### config.mk
export PLATFORM = sky130hd
export DESIGN_NAME = fetch_pc_unit
export DESIGN_NICKNAME = d
export VERILOG_FILES = /design/src/rtl/types_pkg.sv /design/src/rtl/fetch_pc_unit_if_id_reg.sv /design/src/rtl/fetch_pc_unit.sv
export SDC_FILE = /design/constraint.sdc
export NUM_CORES = 1
export LEC_CHECK = 0
export ABC_AREA = 1
export CAP_MARGIN = 20
export CORE_UTILIZATION = 40
export DETAILED_ROUTE_END_ITERATION = 10
export HOLD_SLACK_MARGIN = 0.05
export PLACE_DENSITY = 0.81
export SKIP_CTS_REPAIR_TIMING = 1
export SYNTH_ARGS = -nofsm -noshare
export SYNTH_HDL_FRONTEND = slang
export SYNTH_SLANG_ARGS = --single-unit
export TNS_END_PERCENT = 1
### constraint.sdc
create_clock -name clk -period 2.03 [get_ports clk]
set_clock_uncertainty 0.1 [all_clocks]
set_input_delay 0.406 -clock clk [delete_from_list [all_inputs] [get_ports clk]]
set_output_delay 0.406 -clock clk [all_outputs]
set_load 0.03 [all_outputs]
### src/rtl/types_pkg.sv
// Shared types and defaults for the instruction-fetch stage.
// Holds the fetch FSM encoding, the squash NOP and the default bus widths.
package types_pkg;

   typedef enum logic [1:0] {
      BOOT   = 2'd0,
      RUN    = 2'd1,
      HALTED = 2'd2
   } fetch_state_t;

   localparam int ADDR_W_DEF  = 16;
   localparam int INSTR_W_DEF = 16;

   // Written into if_instr when a slot is squashed; the reset value stays 0.
   localparam logic [INSTR_W_DEF-1:0] NOP_INSTR = 16'hF000;

endpackage

### src/rtl/fetch_pc_unit_if_id_reg.sv
// IF/ID pipeline register: one-cycle capture of the fetched instruction and its PC.
// Priority is clear over load over hold, so a held slot (stall) keeps its contents.
module if_id_reg
   import types_pkg::*;
#(
   parameter int ADDR_W  = ADDR_W_DEF,
   parameter int INSTR_W = INSTR_W_DEF
) (
   input  logic               clk,
   input  logic               rst_n,
   input  logic               load,
   input  logic               clear,
   input  logic               d_valid,
   input  logic [INSTR_W-1:0] d_instr,
   input  logic [ADDR_W-1:0]  d_pc,
   output logic               if_valid,
   output logic [INSTR_W-1:0] if_instr,
   output logic [ADDR_W-1:0]  if_pc
);

   logic               valid_q;
   logic [INSTR_W-1:0] instr_q;
   logic [ADDR_W-1:0]  pc_q;

   always_ff @(posedge clk or negedge rst_n) begin
      if (!rst_n) begin
         valid_q <= 1'b0;
         instr_q <= '0;
         pc_q    <= '0;
      end else if (clear) begin
         valid_q <= 1'b0;
         instr_q <= INSTR_W'(NOP_INSTR);
      end else if (load) begin
         valid_q <= d_valid;
         instr_q <= d_instr;
         pc_q    <= d_pc;
      end
   end

   assign if_valid = valid_q;
   assign if_instr = instr_q;
   assign if_pc    = pc_q;

endmodule

### src/rtl/fetch_pc_unit.sv
// Fetch stage: owns the PC, addresses imem and registers the result into IF/ID (1-cycle latency).
// Priority in RUN: halt > jmp (squash, one bubble) > stall (freeze PC and IF/ID) > advance.
module fetch_pc_unit
   import types_pkg::*;
#(
   parameter int                ADDR_W   = ADDR_W_DEF,
   parameter int                INSTR_W  = INSTR_W_DEF,
   parameter int                PC_INC   = 2,
   parameter logic [ADDR_W-1:0] RESET_PC = '0
) (
   input  logic               clk,
   input  logic               rst_n,
   input  logic               stall,
   input  logic               jmp,
   input  logic [ADDR_W-1:0]  jmp_target,
   input  logic               halt,
   output logic [ADDR_W-1:0]  imem_addr,
   input  logic [INSTR_W-1:0] imem_rdata,
   output logic               if_valid,
   output logic [INSTR_W-1:0] if_instr,
   output logic [ADDR_W-1:0]  if_pc,
   output logic               halted
);

   fetch_state_t      state_q, state_d;
   logic [ADDR_W-1:0] pc_q, pc_d;
   logic [ADDR_W-1:0] target_aligned;
   logic              ifid_load, ifid_clear;

   // With 2-byte instructions a jump can never land on an odd address.
   assign target_aligned = (PC_INC == 2) ? {jmp_target[ADDR_W-1:1], 1'b0} : jmp_target;

   always_ff @(posedge clk or negedge rst_n) begin
      if (!rst_n) begin
         state_q <= BOOT;
         pc_q    <= RESET_PC;
      end else begin
         state_q <= state_d;
         pc_q    <= pc_d;
      end
   end

   always_comb begin
      state_d = state_q;
      case (state_q)
         BOOT:    state_d = RUN;
         RUN:     state_d = halt ? HALTED : RUN;
         HALTED:  state_d = HALTED;
         default: state_d = BOOT;
      endcase
   end

   always_comb begin
      pc_d       = pc_q;
      ifid_load  = 1'b0;
      ifid_clear = 1'b0;
      halted     = (state_q == HALTED);
      case (state_q)
         RUN: begin
            if (halt) begin
               ifid_clear = 1'b1;
            end else if (jmp) begin
               pc_d       = target_aligned;
               ifid_clear = 1'b1;
            end else if (!stall) begin
               pc_d      = pc_q + ADDR_W'(PC_INC);
               ifid_load = 1'b1;
            end
         end
         HALTED:  ifid_clear = 1'b1;
         default: ;
      endcase
   end

   assign imem_addr = pc_q;

   if_id_reg #(
      .ADDR_W  (ADDR_W),
      .INSTR_W (INSTR_W)
   ) u_if_id (
      .clk      (clk),
      .rst_n    (rst_n),
      .load     (ifid_load),
      .clear    (ifid_clear),
      .d_valid  (1'b1),
      .d_instr  (imem_rdata),
      .d_pc     (pc_q),
      .if_valid (if_valid),
      .if_instr (if_instr),
      .if_pc    (if_pc)
   );

endmodule

==> results.py <==
metrics = {
    "sta": {
        "rsz0062_at_grt": "false",
        "setup_ws_ns": 0.0634,
        "post-route-period-util": 0.969,
        "hold_viol_final": 0,
        "drv_slew": 0,
        "max_freq_ghz": 0.508,
        "tightest_slew_ns": 0.506,
        "finalCriticalPeriod_ns": 1.97,
        "hold_slack_ns": 0.383,
        "slew_headroom": 0.663,
        "setup_viol": 0,
    },
    "floorplanning": {
        "pin_count": 87,
        "die_w_microns": 80.8,
        "core_area_sq_mm": 0.00596,
        "start_util": 0.417,
        "row_count": 28,
        "fp.dieH_microns": 80.8,
        "dieArea_sq_mm": 0.00653,
    },
    "critical_path": {
        "worstPathBufferInverterCount": 1,
        "cp_top_family": "buffers and inverters",
        "worstPathMaxFanout": 6,
        "critPathCaptureType": "output port",
        "r2r_start": "state_q[1]",
        "worstPathRequired_ns": 1.52,
        "worstSetupStartpointType": "register",
        "worst-setup-path-type": "register to output port",
        "cp_slowest_stage_delay_ns": 0.71,
        "worst_ep_arrival_time_ns": 1.46,
        "crit_start": "imem_addr[3]",
        "path_cells": "clkdlybuf4s50_1",
        "slowest_stage": "clkdlybuf4s50_1",
    },
    "clock_network": {
        "cts-root-buf": "clkbuf_8",
        "insertion_delay_ns": 0.30,
        "cts.sinks": 49,
        "cts_tree": "done",
        "cts_buffer_depth": 2,
        "cts-htree-levels": 2,
        "clkTransAtPathRegs_ns": 0.09,
        "cts_buffers": 5,
    },
    "min_path": {
        "min-delay-start": "u_if_id.if_pc[9]",
        "hp-class": "register to register",
    },
    "place": {
        "place_ws_ns": -0.0127,
        "detailed_place_hpwl_mm": 4.74,
        "port_buffers": 83,
        "dpl_cell_area_sq_mm": 0.00344,
        "gp_congestion": 0.792,
    },
    "global_route": {
        "grt_pass1_vias": 2264,
        "grt_max_degree": 33,
        "grt_pass1_wl_mm": 10.2,
        "grt-ovfl-total": 0,
        "grt.total_usage": 0.203,
        "antenna_found_initial": 0,
    },
    "pwr": {
        "switching_share": 0.456,
        "vdd_ir_drop_max_mv": 0.763,
        "cellPowerDensity_mw_per_mm2": 1590,
        "p_int_uw": 3100,
        "power_uw": 5690,
        "power_frac_comb": 0.559,
        "power_frac_clock": 0.129,
        "leakage_uw": 0.00174,
        "seq_power_share": 0.313,
        "p_switching_uw": 2590,
    },
    "routing": {
        "vias": 2392,
        "ant_nets": 0,
        "wirelength_mm": 6.27,
        "route.detailed.drc": 0,
        "drtPass1Iterations": 5,
        "drt_iter0_markers": 107,
        "via_per_inst": 5.00,
        "avgRoutedWirePerCell_microns": 13.1,
    },
    "logic_synthesis": {
        "ys_ff_latch": 49,
        "syn_avg_cell_area_sq_um": 7.94,
        "syn_area_sq_mm": 0.00248,
        "ys_top_cells_by_area": "dfrtp_1, nand2_1, nand3_1, nor2_1, inv_1",
        "yosys.cell_types.count": 25,
        "yosysTopAreaCellShare": 0.493,
        "synth.yosys.seq_area_share": 0.493,
        "synth_area_leader_cell": "dfrtp_1",
        "yosys_warnings": 0,
        "syn_inst": 313,
    },
    "layout": {
        "final_nets": 444,
        "fin_area_sq_mm": 0.00358,
        "layout_common_cells": "nand2_1, clkdlybuf4s50_1, dfrtp_1",
        "area_growth_pct": 44.2,
        "diodes": 0,
        "drive_gt1_frac": 0.0720,
        "post-route-util": 0.601,
        "fill_cells": 532,
    },
    "run": {
        "drv_cap": 0,
    },
    "outcome": {
        "outcome": "finished clean",
    },
}
cells in the mapped netlist:
cell type / count
o21ai_2: 1
nand3_2: 1
dfrtp_1: 49
nand4_1: 7
nand3_1: 40
nor2_1: 40
or2_2: 1
a31oi_1: 1
a21oi_1: 6
nor2_4: 1
nand2_1: 79
nand2_4: 1
ha_1: 5
inv_1: 27
o21ai_0: 15
clkbuf_1: 4
a22oi_1: 3
o21ai_1: 14
buf_4: 3
o22ai_1: 1
buf_6: 6
inv_2: 2
conb_1: 1
buf_2: 3
o21bai_1: 2
power by group through the flow:
stage / Clock (uW) / Combinational (uW) / Sequential, uW
after floorplan: 0 / 1050 / 2590
after global placement: 0 / 3110 / 1780
after detailed placement: 0 / 3180 / 1800
after CTS: 748 / 3190 / 1780
after global routing: 785 / 3450 / 1840
final: 733 / 3180 / 1780
flip-flops by register name, summed over array words and instances (netlist names):
name	flops
imem_addr	15
state_q	2
u_if_id.if_instr	16
u_if_id.if_pc	15
u_if_id.if_valid	1
layout make-up:
type                            count  area (sq um)  share of cell area
Clock buffer                        6          82.6              0.0231
Clock inverter                      2          37.5              0.0105
Inverter                           29           109              0.0304
Multi-Input combinational cell    220          1040               0.291
Sequential cell                    49          1230               0.342
Tap cell                           75          93.8              0.0262
Timing Repair Buffer               97           991               0.277
metrics by stage:
stage	TNS, ns	std cells
detailed placement	-0.0649	469
CTS	-0.206	477
global placement	0	469
floorplan	0	314
global route	0	478
finish	0	478
cells by family (layout without fill, tap and decap cells):
kind of cell | after synthesis | after routing | share of synthesized area
flops | 49 | 49 | 0.493
compound gates | 43 | 43 | 0.0942
fa+ha+maj | 5 | 5 | 0.0252
buf+inv | 45 | 134 | 0.0921
other cells | 1 | 2 | 0.00151
simple gates | 170 | 170 | 0.294
path summary, 6_finish.rpt:
check | end | slack, ns | cells past startpoint
min in group asynchronous | imem_addr[12] | 0.51 | 2
max | imem_addr[3] | 0.06 | 1
min | u_if_id.if_pc[9] | 0.38 | 2
min reg2reg | u_if_id.if_pc[9] | 0.38 | 2
max reg2reg | u_if_id.if_instr[10] | 0.19 | 9
max in group asynchronous | u_if_id.if_pc[15] | 0.80 | 3
routing by layer:
metal | routed length, microns | GRT usage | up-vias
li1 | - | - | 1185
met1 | 2660 | 0.256 | 1106
met2 | 3030 | 0.350 | 95
met3 | 531 | 0.0404 | 6
met4 | 48 | 0.0554 | 0
met5 | 0 | 0 | -
Power figures use the tool's default switching activity.
